`config.mk`:
```
export PLATFORM = sky130hd
export DESIGN_NAME = alarm_delay_sequencer
export DESIGN_NICKNAME = d
export VERILOG_FILES = /design/src/rtl/alarm_pkg.sv /design/src/rtl/alarm_delay_sequencer_prime.sv /design/src/rtl/alarm_delay_sequencer.sv
export SDC_FILE = /design/constraint.sdc
export NUM_CORES = 1
export LEC_CHECK = 0
export ABC_AREA = 1
export CORE_UTILIZATION = 42
export CTS_BUF_LIST = sky130_fd_sc_hd__clkbuf_4 sky130_fd_sc_hd__clkbuf_8
export CTS_CLUSTER_DIAMETER = 150
export DETAILED_ROUTE_END_ITERATION = 10
export GPL_TIMING_DRIVEN = 1
export HOLD_SLACK_MARGIN = 0.03
export MAX_ROUTING_LAYER = met4
export PLACE_DENSITY = 0.82
export SYNTH_ARGS = -nofsm -noshare
export SYNTH_HDL_FRONTEND = slang
export SYNTH_HIERARCHICAL = 1
export SYNTH_SLANG_ARGS = --single-unit
export TNS_END_PERCENT = 20
```
`constraint.sdc`:
```
create_clock -name clock50 -period 2.16 [get_ports clock50]
set_clock_uncertainty 0.2 [all_clocks]
set_input_delay 0.324 -clock clock50 [delete_from_list [all_inputs] [get_ports clock50]]
set_output_delay 0.324 -clock clock50 [all_outputs]
set_load 0.05 [all_outputs]
```
`src/rtl/alarm_pkg.sv`:
```
// alarm_pkg: shared state encoding, prime phase constants and the counter
// load-value helper used by the alarm delay sequencer.
package alarm_pkg;

  typedef enum logic [2:0] {
    ST_DISARMED = 3'd0,
    ST_PRIME    = 3'd1,
    ST_EXIT     = 3'd2,
    ST_ARMED    = 3'd3,
    ST_ENTRY    = 3'd4,
    ST_ALARM    = 3'd5
  } state_e;

  localparam logic [1:0] PH_MR   = 2'd0;
  localparam logic [1:0] PH_EN   = 2'd1;
  localparam logic [1:0] PH_LOAD = 2'd2;

  // Value to load into an up-counter so it wraps to 0 after exactly 'delay' counts.
  function automatic logic [31:0] load_for(input int unsigned width, input int unsigned delay);
    return (32'd1 << width) - delay;
  endfunction

endpackage

```
`src/rtl/alarm_delay_sequencer_prime.sv`:
```
// alarm_prime_seq: drives the external counter's mr/en/load strobes through the
// three-phase prime (clear, count-once to drop Tc, load), passes timed-state
// count enables through, and edge-detects the counter's terminal count.
module alarm_prime_seq
  import alarm_pkg::*;
#(
  parameter int WIDTH = 9
) (
  input  logic             clock50,
  input  logic             Mr_n,
  input  logic             in_prime,
  input  logic             prime_req,
  input  logic             restart,
  input  logic             count_en,
  input  logic [WIDTH-1:0] load_value,
  input  logic             cnt_tc,
  output logic             cnt_mr,
  output logic             cnt_en,
  output logic             cnt_load_en,
  output logic [WIDTH-1:0] cnt_load_value,
  output logic             done,
  output logic             expiry
);

  logic [1:0]       phase_q, phase_d;
  logic             mr_q, mr_d;
  logic             en_q, en_d;
  logic             ld_q, ld_d;
  logic [WIDTH-1:0] lv_q, lv_d;
  logic             tc_q, tc_d;

  // Next phase and strobes; strobes follow the phase being entered so they line up with it.
  always_comb begin
    phase_d = PH_MR;
    if (prime_req && in_prime && !restart) begin
      phase_d = phase_q + 2'd1;
    end
    mr_d = prime_req && (phase_d == PH_MR);
    en_d = (prime_req && (phase_d == PH_EN)) || count_en;
    ld_d = prime_req && (phase_d == PH_LOAD);
    lv_d = ld_d ? load_value : '0;
    tc_d = cnt_tc;
  end

  // Register phase, strobes and the Tc history.
  always_ff @(posedge clock50) begin
    if (!Mr_n) begin
      phase_q <= PH_MR;
      mr_q    <= 1'b0;
      en_q    <= 1'b0;
      ld_q    <= 1'b0;
      lv_q    <= '0;
      tc_q    <= 1'b0;
    end else begin
      phase_q <= phase_d;
      mr_q    <= mr_d;
      en_q    <= en_d;
      ld_q    <= ld_d;
      lv_q    <= lv_d;
      tc_q    <= tc_d;
    end
  end

  assign cnt_mr         = mr_q;
  assign cnt_en         = en_q;
  assign cnt_load_en    = ld_q;
  assign cnt_load_value = lv_q;
  assign done           = in_prime && (phase_q == PH_LOAD);
  assign expiry         = cnt_tc && !tc_q;

endmodule

```
`src/rtl/alarm_delay_sequencer.sv`:
```
// alarm_delay_sequencer: alarm FSM sequencing an external 9-bit up-counter for
// exit, entry and (optionally) siren delays.
// Build option SIREN_TIMEOUT_EN: ALARM becomes a timed state of SIREN_TIME ticks
// that falls back to ARMED; without it ALARM holds the siren until disarm.
//
// state    | meaning
// DISARMED | idle, waiting for arm
// PRIME    | 3-cycle counter clear / Tc drop / load toward target_q
// EXIT     | exit delay running, sensor ignored
// ARMED    | watching sensor
// ENTRY    | entry delay running, disarm expected
// ALARM    | siren on
module alarm_delay_sequencer
  import alarm_pkg::*;
#(
  parameter int WIDTH       = 9,
  parameter int EXIT_DELAY  = 30,
  parameter int ENTRY_DELAY = 20,
  parameter int SIREN_TIME  = 300
) (
  input  logic             clock50,
  input  logic             Mr_n,
  input  logic             tick_1hz,
  input  logic             arm,
  input  logic             disarm,
  input  logic             sensor,
  input  logic             panic,
  input  logic [WIDTH-1:0] cnt_qout,
  input  logic             cnt_tc,
  output logic             cnt_mr,
  output logic             cnt_en,
  output logic             cnt_load_en,
  output logic [WIDTH-1:0] cnt_load_value,
  output logic [2:0]       state_o,
  output logic             siren,
  output logic             armed_led,
  output logic [WIDTH-1:0] secs_left
);

  localparam logic [WIDTH-1:0] LV_EXIT  = WIDTH'(load_for(WIDTH, EXIT_DELAY));
  localparam logic [WIDTH-1:0] LV_ENTRY = WIDTH'(load_for(WIDTH, ENTRY_DELAY));
  localparam logic [WIDTH-1:0] LV_SIREN = WIDTH'(load_for(WIDTH, SIREN_TIME));

  state_e           state_q, state_d;
  state_e           target_q, target_d;
  logic             siren_q, siren_d;
  logic             led_q, led_d;
  logic             restart;
  logic             timed_q;
  logic             count_en;
  logic             done;
  logic             expiry;
  logic [WIDTH-1:0] load_value;

  // Which states let ticks advance the counter.
  always_comb begin
    timed_q = (state_q == ST_EXIT) || (state_q == ST_ENTRY);
`ifdef SIREN_TIMEOUT_EN
    if (state_q == ST_ALARM) timed_q = 1'b1;
`endif
  end

  // Next-state decision: panic, then disarm, then per-state progress.
  always_comb begin
    state_d  = state_q;
    target_d = target_q;
    restart  = 1'b0;
    if (panic) begin
`ifdef SIREN_TIMEOUT_EN
      state_d  = ST_PRIME;
      target_d = ST_ALARM;
      restart  = 1'b1;
`else
      state_d  = ST_ALARM;
`endif
    end else if (disarm) begin
      state_d = ST_DISARMED;
    end else begin
      case (state_q)
        ST_DISARMED: if (arm) begin
          state_d  = ST_PRIME;
          target_d = ST_EXIT;
        end
        ST_PRIME:    if (done) state_d = target_q;
        ST_EXIT:     if (expiry) state_d = ST_ARMED;
        ST_ARMED:    if (sensor) begin
          state_d  = ST_PRIME;
          target_d = ST_ENTRY;
        end
        ST_ENTRY:    if (expiry) begin
`ifdef SIREN_TIMEOUT_EN
          state_d  = ST_PRIME;
          target_d = ST_ALARM;
`else
          state_d  = ST_ALARM;
`endif
        end
        ST_ALARM: begin
`ifdef SIREN_TIMEOUT_EN
          if (expiry) state_d = ST_ARMED;
`endif
        end
        default:     state_d = ST_DISARMED;
      endcase
    end
  end

  // Output decode from the state being entered, plus counter load value and tick gating.
  always_comb begin
    siren_d  = (state_d == ST_ALARM) || ((state_d == ST_PRIME) && (target_d == ST_ALARM));
    led_d    = (state_d == ST_EXIT) || (state_d == ST_ARMED) || (state_d == ST_ENTRY);
    count_en = tick_1hz && timed_q && (state_d == state_q);
    case (target_q)
      ST_EXIT:  load_value = LV_EXIT;
      ST_ENTRY: load_value = LV_ENTRY;
      ST_ALARM: load_value = LV_SIREN;
      default:  load_value = '0;
    endcase
  end

  // FSM state, prime target and registered indicator outputs.
  always_ff @(posedge clock50) begin
    if (!Mr_n) begin
      state_q  <= ST_DISARMED;
      target_q <= ST_DISARMED;
      siren_q  <= 1'b0;
      led_q    <= 1'b0;
    end else begin
      state_q  <= state_d;
      target_q <= target_d;
      siren_q  <= siren_d;
      led_q    <= led_d;
    end
  end

  alarm_prime_seq #(.WIDTH(WIDTH)) u_prime (
    .clock50        (clock50),
    .Mr_n           (Mr_n),
    .in_prime       (state_q == ST_PRIME),
    .prime_req      (state_d == ST_PRIME),
    .restart        (restart),
    .count_en       (count_en),
    .load_value     (load_value),
    .cnt_tc         (cnt_tc),
    .cnt_mr         (cnt_mr),
    .cnt_en         (cnt_en),
    .cnt_load_en    (cnt_load_en),
    .cnt_load_value (cnt_load_value),
    .done           (done),
    .expiry         (expiry)
  );

  // Remaining ticks: 2**WIDTH - count, which is zero when the count is zero.
  assign secs_left = timed_q ? ('0 - cnt_qout) : '0;
  assign state_o   = state_q;
  assign siren     = siren_q;
  assign armed_led = led_q;

endmodule

```
# Word-level counts from Yosys, hierarchy flattened
# Index checks and enable logic that the tools add are counted.
classes:
  add_sub_neg: 2
  n_eq_ne: 18
  n_mux: 16
  reduce_logical: 18
ops:
  columns: ["cell", "count"]
  rows:
  - ["3-bit 2-to-1 mux", 11]
  - ["9-bit case mux with 3 select lines", 1]
  - ["3-bit == test (second input constant)", 7]
  - ["3-bit case mux with 6 select lines", 1]
  - ["3-bit by 2-bit == test with 1-bit output (second input constant)", 5]
  - ["1-bit logical AND", 9]
  - ["9-bit 2-to-1 mux", 1]
  - ["1-bit by 9-bit subtractor with 9-bit output (first input constant)", 1]
  - ["3-bit by 1-bit == test with 1-bit output (second input constant)", 2]
  - ["3-bit case mux with 2 select lines", 1]
  - ["1-bit logical OR", 5]
  - ["2-bit == test (second input constant)", 2]
  - ["3-bit == test", 1]
  - ["3-bit logical NOT", 1]
  - ["2-bit by 1-bit adder with 2-bit output (second input constant)", 1]
  - ["2-bit by 1-bit == test with 1-bit output (second input constant)", 1]
  - ["2-bit logical NOT", 1]
  - ["2-bit 2-to-1 mux", 1]
  - ["2-bit AND reduction", 1]
  - ["1-bit logical NOT", 1]
totals:
  reg_bits: 23
  word_cells: 64

# Depth between registers and ports, before layout
# Gate-level depths: netlist of the first run.
logic_depth:
  depth_word: 12
  mapped_depth: 18

# Modules after synthesis
# Netlist of the first run, hierarchy kept.
modules_own_cells:
  columns: ["mod", "n_inst", "cells_per_inst", "area_per_inst_um2", "seq_area_each_um2"]
  rows:
  - ["alarm_delay_sequencer", 1, 135, 784.5, 160.2]
  - ["alarm_prime_seq", 1, 57, 504.2, 300.3]

# Worst setup path after synthesis of the first run
# No wires, ideal clock.
synth_timing:
  path_kind: "register to output"
  start: "reg state_q[1], in the netlist state_o[1]"
  end: "out secs_left[3]"
  t_arrival_ns: 2.368
  required_ns: 1.636
  setup_slack_ns: -0.732
  path_stages_with_launch: 6
  n_path_buf: 1
  path_cell_list: "dfxtp_1 > buf_6 > clkinv_1 > nand2_2 > nand3_2 > nor3b_1"
synth_via:
  elab_chain_len: 3
  word_cells_on_any_way: 4
  classes_between: "eq/ne (2); mux (1); reduce/logical (1)"
synth_rtl:
  columns: ["element", "line", "source"]
  rows:
  - ["start, declared", "alarm_delay_sequencer.sv:44", "state_e state_q, state_d;"]
  - ["start signal, assigned", "alarm_delay_sequencer.sv:129", "state_q <= state_d;"]
  - ["3-bit by 2-bit == test with 1-bit output or 3-bit == test (tied branches)", "alarm_delay_sequencer.sv:57", "timed_q = (state_q == ST_EXIT) || (state_q == ST_ENTRY);"]
  - ["1-bit logical OR (*)", "alarm_delay_sequencer.sv:57", null]
  - ["9-bit 2-to-1 mux (*)", "alarm_delay_sequencer.sv:154", "assign secs_left = timed_q ? ('0 - cnt_qout) : '0;"]
  - ["end, declared", "alarm_delay_sequencer.sv:37", "output logic [WIDTH-1:0] secs_left"]
# Every way passes the cells marked *; elsewhere a longest branch is shown, timed or not.

# Worst setup path in the final report of the first run
layout_timing:
  start: "in cnt_qout[1]"
  end: "out secs_left[8]"
layout_via:
  elab_chain_len: 2
layout_rtl:
  columns: ["element", "line", "source"]
  rows:
  - ["start, declared", "alarm_delay_sequencer.sv:28", "input logic [WIDTH-1:0] cnt_qout,"]
  - ["1-bit by 9-bit subtractor with 9-bit output", "alarm_delay_sequencer.sv:154", null]
  - ["9-bit 2-to-1 mux", "alarm_delay_sequencer.sv:154", null]
# No other way between the ends.

==> results of run 1 <==
## worst max-delay path by stage
stage,cells after the start,endpoint,slack (ps),start
floorplan,7,secs_left[8],5,cnt_qout[1]
global placement,9,secs_left[8],-290,cnt_qout[0]
detailed placement,9,secs_left[8],-340,cnt_qout[0]
CTS,15,u_prime/cnt_load_value[8]$_SDFF_PN0_,2,u_prime/phase_q[0]$_SDFF_PN0_
global route,14,u_prime/cnt_load_value[8]$_SDFF_PN0_,-80,state_o[1]$_SDFF_PN0_
finish,9,secs_left[8],-20,cnt_qout[1]
## flip-flops by register name, indices dropped and copies added, names as in the netlist
| name | flops |
|---|---|
| armed_led | 1 |
| siren | 1 |
| state_o | 3 |
| target_q | 3 |
| u_prime/cnt_en | 1 |
| u_prime/cnt_load_en | 1 |
| u_prime/cnt_load_value | 9 |
| u_prime/cnt_mr | 1 |
| u_prime/phase_q | 2 |
| u_prime/tc_q | 1 |
## tightest hold or removal path: stages (launching register included)
cell	delay [ps]
sky130_fd_sc_hd__dfxtp_1	370
sky130_fd_sc_hd__nand2_1	90
sky130_fd_sc_hd__a21oi_1	60
## cells by family after synthesis
logic type | after synthesis | synth area share
adders and majority gates | 2 | 0.0194
buffers and inverters | 40 | 0.122
and+or+nand+nor | 112 | 0.427
DFF | 23 | 0.357
AOI/OAI and AO/OA | 13 | 0.0641
xor gates and xnor gates | 1 | 0.00680
other | 1 | 0.00291
## power groups by stage
stage | logic, W | registers (W) | clock network [W]
5_1_grt | 0.000318 | 0.000438 | 0.000216
3_5_place_dp | 0.000264 | 0.000446 | 0
4_1_cts | 0.000270 | 0.000436 | 0.000195
3_3_place_gp | 0.000259 | 0.000445 | 0
2_1_floorplan | 0.000122 | 0.000466 | 0
6_report | 0.000302 | 0.000436 | 0.000193
## repair_timing
action,CTS,global route
hold buffers,0,0
buffers inserted,4,7
gates cloned,0,1
setup endpoints to repair,8,19
pin swaps,6,20
gates resized for setup,13,33
## cell usage after synthesis (all sizes together)
cell | number | area (um2)
a21oi | 6 | 33.8
buf | 1 | 11.3
clkinv | 2 | 7.51
conb | 1 | 3.75
dfxtp | 23 | 460
ha | 2 | 25.0
inv | 37 | 139
nand2 | 46 | 185
nand3 | 16 | 103
nand3b | 3 | 22.5
nand4 | 2 | 27.5
nor2 | 38 | 168
nor3 | 5 | 30.0
nor3b | 2 | 15.0
o21a | 1 | 7.51
o21ai | 5 | 28.8
o22ai | 1 | 12.5
xor2 | 1 | 8.76
## layout make-up
| cell class | count | area [um2] | area share |
|---|---|---|---|
| clock buffers | 3 | 22.5 | 0.00991 |
| flip-flops and latches | 23 | 470 | 0.207 |
| inverters | 39 | 161 | 0.0710 |
| multi-input cells | 131 | 853 | 0.375 |
| repair buffers | 69 | 722 | 0.318 |
| clock inverters | 1 | 5.00 | 0.00220 |
| well taps | 31 | 38.8 | 0.0171 |
## per-stage QoR
step | instances | setup TNS [ps] | power [W] | cell area [um2]
floorplan | 193 | 0 | 0.000588 | 1390
global placement | 281 | -1430 | 0.000704 | 2040
detailed placement | 281 | -3040 | 0.000709 | 2040
CTS | 289 | 0 | 0.000901 | 2120
global route | 297 | -517 | 0.000971 | 2270
finish | 297 | -17.7 | 0.000932 | 2270
## metal layers
metal | up-vias | global-route usage | share of wire
li1 | 737 | - | -
met1 | 670 | 0.241 | 0.38
met2 | 57 | 0.387 | 0.52
met3 | 14 | 0.0454 | 0.072
met4 | 0 | 0.0383 | 0.026
met5 | - | - | 0
==> metrics.txt, run 1 <==
# TYPE chip_impl_metric gauge
chip_impl_info{name="clock-root-buffer",value="sky130_fd_sc_hd__clkbuf_4"} 1
chip_impl_metric{name="seq_area_frac_synth",unit=""} 0.357
chip_impl_metric{name="share_of_layout_cells_above_drive_strength_1",unit=""} 0.368
chip_impl_metric{name="p_clk_frac",unit=""} 0.208
chip_impl_metric{name="post_drt_via_cell_ratio",unit=""} 4.98
chip_impl_metric{name="timing.reg2reg.worst_path_depth",unit=""} 14
chip_impl_info{name="worst_setup_start_kind",value="input port"} 1
chip_impl_metric{name="drtIter0Drc",unit=""} 49
chip_impl_info{name="worstReg2RegStart",value="state_o[1]$_SDFF_PN0_"} 1
chip_impl_metric{name="die_area",unit="um2"} 3290
chip_impl_metric{name="grt_pass1_wl",unit="um"} 5350
chip_impl_metric{name="cp_max_fo",unit=""} 3
chip_impl_metric{name="ctsHtreeMaxLevel",unit=""} 1
chip_impl_metric{name="fillerInstances",unit=""} 167
chip_impl_info{name="worstPathCellList",value="buf_8 -> inv_6 -> ha_4 -> nand2_4 -> nor3_4 -> nand3b_1 -> o21a_1 -> nor3_4 -> buf_12"} 1
chip_impl_metric{name="maxClockFrequency",unit="GHz"} 0.459
chip_impl_info{name="layout_commonest_cell",value="sky130_fd_sc_hd__nand2_1"} 1
chip_impl_info{name="setup_repair_after_global_routing_missed_its_margin",value="yes"} 1
chip_impl_metric{name="cts-buffers-inserted",unit=""} 3
chip_impl_metric{name="syn2layout_area_growth",unit="%"} 76.4
chip_impl_metric{name="synthCells",unit=""} 192
chip_impl_metric{name="netlist-cell-type-count",unit=""} 29
chip_impl_info{name="timing.critical_path.mode_cell",value="sky130_fd_sc_hd__nor3_4"} 1
chip_impl_info{name="hold_worst_path_end",value="target_q[2]$_SDFF_PN0_"} 1
chip_impl_metric{name="cts.sink_count",unit=""} 23
chip_impl_metric{name="max_stage_delay",unit="ps"} 240
chip_impl_metric{name="die_h",unit="um"} 57.4
chip_impl_metric{name="first_global_vias",unit=""} 1305
chip_impl_metric{name="power.density",unit="nW/um2"} 410
chip_impl_metric{name="whs",unit="ps"} 353
chip_impl_metric{name="syn_avg_cell_area",unit="um2"} 6.71
chip_impl_metric{name="clock_latency",unit="ps"} 310
chip_impl_metric{name="die_x",unit="um"} 57.4
chip_impl_metric{name="slew-limit-headroom",unit=""} 0.628
chip_impl_metric{name="drtAntennaViolNets",unit=""} 0
chip_impl_metric{name="detail_route.drc_violations",unit=""} 6
chip_impl_metric{name="port-buffer-count",unit=""} 42
chip_impl_metric{name="ys_warns",unit=""} 6
chip_impl_metric{name="detail_route.wl_per_cell",unit="um"} 13.9
chip_impl_info{name="worst_setup_path_end_kind",value="primary output"} 1
chip_impl_metric{name="grt_max_degree",unit=""} 14
chip_impl_metric{name="share_comb_of_total_power",unit=""} 0.324
chip_impl_metric{name="slew_violations",unit=""} 0
chip_impl_metric{name="worst_margin_slew",unit="ps"} 556
chip_impl_metric{name="worst_setup_hold_path_clk_slew",unit="ps"} 120
chip_impl_metric{name="ff2ff_setup_slack",unit="ps"} 30
chip_impl_info{name="most-common-layout-cells",value="sky130_fd_sc_hd__nand2_1, sky130_fd_sc_hd__inv_1, sky130_fd_sc_hd__clkdlybuf4s50_1, sky130_fd_sc_hd__buf_4, sky130_fd_sc_hd__nor2_1"} 1
chip_impl_metric{name="seq_power_share",unit=""} 0.468
chip_impl_metric{name="clock_tree_buf_depth",unit=""} 2
chip_impl_metric{name="floorplan.initialDensity",unit=""} 0.456
chip_impl_info{name="min-delay-start",value="target_q[2]$_SDFF_PN0_"} 1
chip_impl_metric{name="vias",unit=""} 1478
chip_impl_metric{name="pre_cts_worst_setup_slack",unit="ps"} -337
chip_impl_metric{name="firstDrtPassIters",unit=""} 7
chip_impl_info{name="hold_wc_path_type",value="flop to flop"} 1
chip_impl_metric{name="cp_num_buf_inv",unit=""} 3
chip_impl_metric{name="timing.critical_path.required",unit="ps"} 1640
chip_impl_info{name="critPathKind",value="input port to primary output"} 1
chip_impl_metric{name="critical_path_arrival",unit="ps"} 1650
chip_impl_metric{name="final_core_utilization",unit=""} 0.804
chip_impl_metric{name="floorplan.rows",unit=""} 19
chip_impl_metric{name="finalWeightedCongestion",unit=""} 0.924
chip_impl_metric{name="floorplan.core_area",unit="um2"} 2830
chip_impl_metric{name="hold-path-cell-count",unit=""} 2
chip_impl_metric{name="power_switching_share",unit=""} 0.320
chip_impl_metric{name="grtUsageTotal",unit=""} 0.213
chip_impl_info{name="cp_delay_by_family_top",value="simple AND/OR/NAND/NOR gates"} 1
chip_impl_metric{name="post_synth_instance_area",unit="um2"} 1290
chip_impl_metric{name="min_period_over_period",unit=""} 1.01
chip_impl_metric{name="layout_min_cycle_time",unit="ps"} 2180
chip_impl_metric{name="cellLeakagePower",unit="nW"} 1.03
chip_impl_info{name="failing_checks",value="design-rule violations, negative setup slack"} 1
chip_impl_metric{name="antenna_found_initial",unit=""} 0
chip_impl_metric{name="switching_power",unit="W"} 0.000298
chip_impl_info{name="cpMaxStageDelayCell",value="sky130_fd_sc_hd__o21a_1"} 1
chip_impl_metric{name="max_cap_viol_count",unit=""} 0
chip_impl_metric{name="power.internal",unit="W"} 0.000634
chip_impl_metric{name="globalRoute.totalOverflow",unit=""} 0
chip_impl_metric{name="layout_setup_ws",unit="ps"} -17.7
chip_impl_metric{name="place.detailed.hpwl",unit="um"} 2580
chip_impl_info{name="worstReg2RegEnd",value="u_prime/cnt_load_value[8]$_SDFF_PN0_"} 1
chip_impl_metric{name="ir_worst_vdd",unit="mV"} 0.524
chip_impl_metric{name="timing.final.hold_violations",unit=""} 0
chip_impl_metric{name="routed_wirelength",unit="um"} 4120
chip_impl_metric{name="synth_seq_cells",unit=""} 23
chip_impl_metric{name="num_antenna_cells",unit=""} 0
chip_impl_info{name="run_status",value="finished, violations left"} 1
chip_impl_metric{name="design.portCount",unit=""} 43
chip_impl_info{name="cts_tree",value="done"} 1
chip_impl_metric{name="fin_nets",unit=""} 286
chip_impl_metric{name="finalSetupViolations",unit=""} 1
(Power assumes the default switching activity.)
==> run 2: changes to the inputs <==
- CTS_CLUSTER_SIZE: not set -> 30
==> results of run 2 <==
The final DEF is identical to that of run 1; final timing and power are the same.
==> run 3: changes to the inputs <==
--- a/config.mk
+++ b/config.mk
@@ -7,4 +7,5 @@
 export LEC_CHECK = 0
 export ABC_AREA = 1
+export ABC_CLOCK_PERIOD_IN_PS = 2160
 export CORE_UTILIZATION = 42
 export CTS_BUF_LIST = sky130_fd_sc_hd__clkbuf_4 sky130_fd_sc_hd__clkbuf_8
--- a/constraint.sdc
+++ b/constraint.sdc
@@ -3,3 +3,3 @@
 set_input_delay 0.324 -clock clock50 [delete_from_list [all_inputs] [get_ports clock50]]
 set_output_delay 0.324 -clock clock50 [all_outputs]
-set_load 0.05 [all_outputs]
+set_load 0.1 [all_outputs]
==> run 3 against run 2 <==
- the flow still finishes with violations (design-rule violations, negative setup slack)
- hold slack improved by 1.2 ps
- combinational power increased by 17%
- critical path depth increased by 7
- largest power group unchanged
==> metrics.txt, run 3 (same netlist as run 1, synthesis figures left out) <==
# TYPE chip_impl_metric gauge
chip_impl_metric{name="timing.critical_path.required",unit="ps"} 2220
chip_impl_metric{name="routed_wirelength",unit="um"} 3700
chip_impl_metric{name="ir_worst_vdd",unit="mV"} 0.418
chip_impl_info{name="worstPathCellList",value="clkinv_4 -> nand2_4 -> nor2_4 -> nand2_1 -> inv_2 -> inv_1 -> o21ai_2 -> nand3_1 -> nand2_1 -> nand2_2 -> nand2_4 -> nor2_4 -> nand2_2 -> nor2_4 -> nand4_4 -> nor2_1"} 1
chip_impl_metric{name="syn2layout_area_growth",unit="%"} 74.7
chip_impl_metric{name="seq_area",unit="um2"} 470
chip_impl_info{name="worst_setup_start_kind",value="flop"} 1
chip_impl_info{name="failing_checks",value="design-rule violations, negative setup slack"} 1
chip_impl_metric{name="vias",unit=""} 1480
chip_impl_metric{name="ff2ff_setup_slack",unit="ps"} -8
chip_impl_info{name="cts_tree",value="done"} 1
chip_impl_metric{name="share_of_layout_cells_above_drive_strength_1",unit=""} 0.429
chip_impl_metric{name="cts-buffers-inserted",unit=""} 3
chip_impl_metric{name="firstDrtPassIters",unit=""} 7
chip_impl_metric{name="first_global_vias",unit=""} 1305
chip_impl_metric{name="die_h",unit="um"} 57.4
chip_impl_metric{name="final_core_utilization",unit=""} 0.796
chip_impl_metric{name="timing.final.hold_violations",unit=""} 0
chip_impl_metric{name="die_area",unit="um2"} 3290
chip_impl_metric{name="finalInstanceArea",unit="um2"} 2250
chip_impl_info{name="worst_setup_path_end_kind",value="flop"} 1
chip_impl_metric{name="finalWeightedCongestion",unit=""} 0.909
chip_impl_metric{name="worst_setup_hold_path_clk_slew",unit="ps"} 130
chip_impl_metric{name="post_drt_via_cell_ratio",unit=""} 4.98
chip_impl_metric{name="layout_min_cycle_time",unit="ps"} 2170
chip_impl_metric{name="port-buffer-count",unit=""} 42
chip_impl_metric{name="multiInputGateArea",unit="um2"} 867
chip_impl_metric{name="grt_pass1_wl",unit="um"} 5650
chip_impl_info{name="layout_commonest_cell",value="sky130_fd_sc_hd__buf_4"} 1
chip_impl_info{name="most-common-layout-cells",value="sky130_fd_sc_hd__buf_4, sky130_fd_sc_hd__nand2_1, sky130_fd_sc_hd__inv_1"} 1
chip_impl_metric{name="drtIter0Drc",unit=""} 48
chip_impl_metric{name="grtUsageTotal",unit=""} 0.226
chip_impl_metric{name="max_stage_delay",unit="ps"} 430
chip_impl_info{name="critPathKind",value="flop to flop"} 1
chip_impl_metric{name="globalRoute.totalOverflow",unit=""} 0
chip_impl_info{name="worstReg2RegEnd",value="u_prime/cnt_load_value[7]$_SDFF_PN0_"} 1
chip_impl_info{name="worstReg2RegStart",value="state_o[1]$_SDFF_PN0_"} 1
chip_impl_metric{name="grt_max_degree",unit=""} 14
chip_impl_metric{name="finalSetupViolations",unit=""} 1
chip_impl_metric{name="place_area",unit="um2"} 2060
chip_impl_metric{name="cellLeakagePower",unit="nW"} 1.05
chip_impl_metric{name="place.detailed.hpwl",unit="um"} 2540
chip_impl_metric{name="fin_nets",unit=""} 286
chip_impl_metric{name="fillerInstances",unit=""} 180
chip_impl_metric{name="floorplan.rows",unit=""} 19
chip_impl_info{name="hold_wc_path_type",value="input port to flop"} 1
chip_impl_metric{name="clock_latency",unit="ps"} 310
chip_impl_metric{name="clock_tree_buf_depth",unit=""} 2
chip_impl_metric{name="number_of_flip_flops_under_the_largest_register_name",unit=""} 9
chip_impl_metric{name="detail_route.wl_per_cell",unit="um"} 12.5
chip_impl_metric{name="critical_path_arrival",unit="ps"} 2220
chip_impl_metric{name="slew_violations",unit=""} 0
chip_impl_metric{name="max_cap_viol_count",unit=""} 0
chip_impl_metric{name="timing.reg2reg.worst_path_depth",unit=""} 16
chip_impl_metric{name="cp_max_fo",unit=""} 6
chip_impl_metric{name="ctsHtreeMaxLevel",unit=""} 1
chip_impl_metric{name="power.density",unit="nW/um2"} 438
chip_impl_metric{name="design.portCount",unit=""} 43
chip_impl_info{name="run_status",value="finished, violations left"} 1
chip_impl_metric{name="min_period_over_period",unit=""} 1.00
chip_impl_metric{name="pre_cts_worst_setup_slack",unit="ps"} -612
chip_impl_metric{name="die_x",unit="um"} 57.4
chip_impl_metric{name="drtAntennaViolNets",unit=""} 0
chip_impl_metric{name="place.detailed.instances",unit=""} 283
chip_impl_metric{name="num_antenna_cells",unit=""} 0
chip_impl_metric{name="detail_route.drc_violations",unit=""} 1
chip_impl_metric{name="floorplan.core_area",unit="um2"} 2830
chip_impl_info{name="setup_repair_after_global_routing_missed_its_margin",value="yes"} 1
chip_impl_info{name="critical_path.endpoint",value="u_prime/cnt_load_value[7]$_SDFF_PN0_"} 1
chip_impl_metric{name="antenna_found_initial",unit=""} 0
chip_impl_info{name="cpMaxStageDelayCell",value="sky130_fd_sc_hd__dfxtp_4"} 1
chip_impl_metric{name="cts_hold_buf",unit=""} 0
chip_impl_metric{name="layout_setup_ws",unit="ps"} -7.92
chip_impl_metric{name="floorplan.initialDensity",unit=""} 0.456
chip_impl_info{name="timing.critical_path.mode_cell",value="sky130_fd_sc_hd__nor2_4"} 1
chip_impl_info{name="clock-root-buffer",value="sky130_fd_sc_hd__clkbuf_4"} 1
chip_impl_metric{name="maxClockFrequency",unit="GHz"} 0.461
chip_impl_info{name="timing.critical_path.from",value="state_o[1]$_SDFF_PN0_"} 1
chip_impl_metric{name="cts.sink_count",unit=""} 23
chip_impl_metric{name="fin_cells",unit=""} 297
run 3: power by group:
part	total (W)	leakage (nW)	switching (W)	internal, W
clock network	0.000199	0.0177	0.000129	0.0000692
registers	0.000436	0.189	0.00000535	0.000430
logic	0.000352	0.841	0.000221	0.000131
run 3: layout make-up:
cell class	instances	share of cell area
clock buffers	3	0.0100
multi-input cells	132	0.385
clock inverters	1	0.00222
inverters	39	0.0784
well taps	31	0.0172
repair buffers	68	0.298
flip-flops and latches	23	0.209
run 3: repair_timing:
item                                    CTS  global route
gates cloned                              1             1
gates resized for setup                  20            21
pin swaps                                11            19
endpoints found under the setup margin    9            20
setup buffers                             2             6
run 3: stage by stage:
step / total power [W] / setup TNS, ps / hold WS [ps]
final: 0.000986 / -7.92 / 354
after detailed placement: 0.000773 / -3410 / 332
after global routing: 0.00103 / -966 / 375
after global placement: 0.000768 / -2470 / 320
after floorplan: 0.000644 / -4560 / 217
after CTS: 0.000972 / -6.61 / 349
run 3: worst min-delay path by stage:
stage                     slack, ps              startpoint                       to  cells past startpoint
after floorplan                 220                  cnt_tc  u_prime/tc_q$_SDFF_PN0_                      2
after global placement          320  target_q[1]$_SDFF_PN0_   target_q[1]$_SDFF_PN0_                      2
after detailed placement        330  target_q[2]$_SDFF_PN0_   target_q[2]$_SDFF_PN0_                      2
after CTS                       350  target_q[2]$_SDFF_PN0_   target_q[2]$_SDFF_PN0_                      2
after global routing            380  target_q[2]$_SDFF_PN0_   target_q[2]$_SDFF_PN0_                      2
final                           350                  cnt_tc  u_prime/tc_q$_SDFF_PN0_                      3
run 3: metal layers:
metal	GRT usage	vias up	part of all wire
met5	-	-	0
met4	0.0279	0	0.0062
met3	0.0635	4	0.057
met2	0.400	46	0.51
met1	0.260	687	0.42
li1	-	743	-
run 3: critical path, delay by kind of cell (launching register included):
family / cells / cell delay (ps)
simple gates: 12 / 1250
flops: 1 / 430
buf+inv: 3 / 180
compound gates: 1 / 50
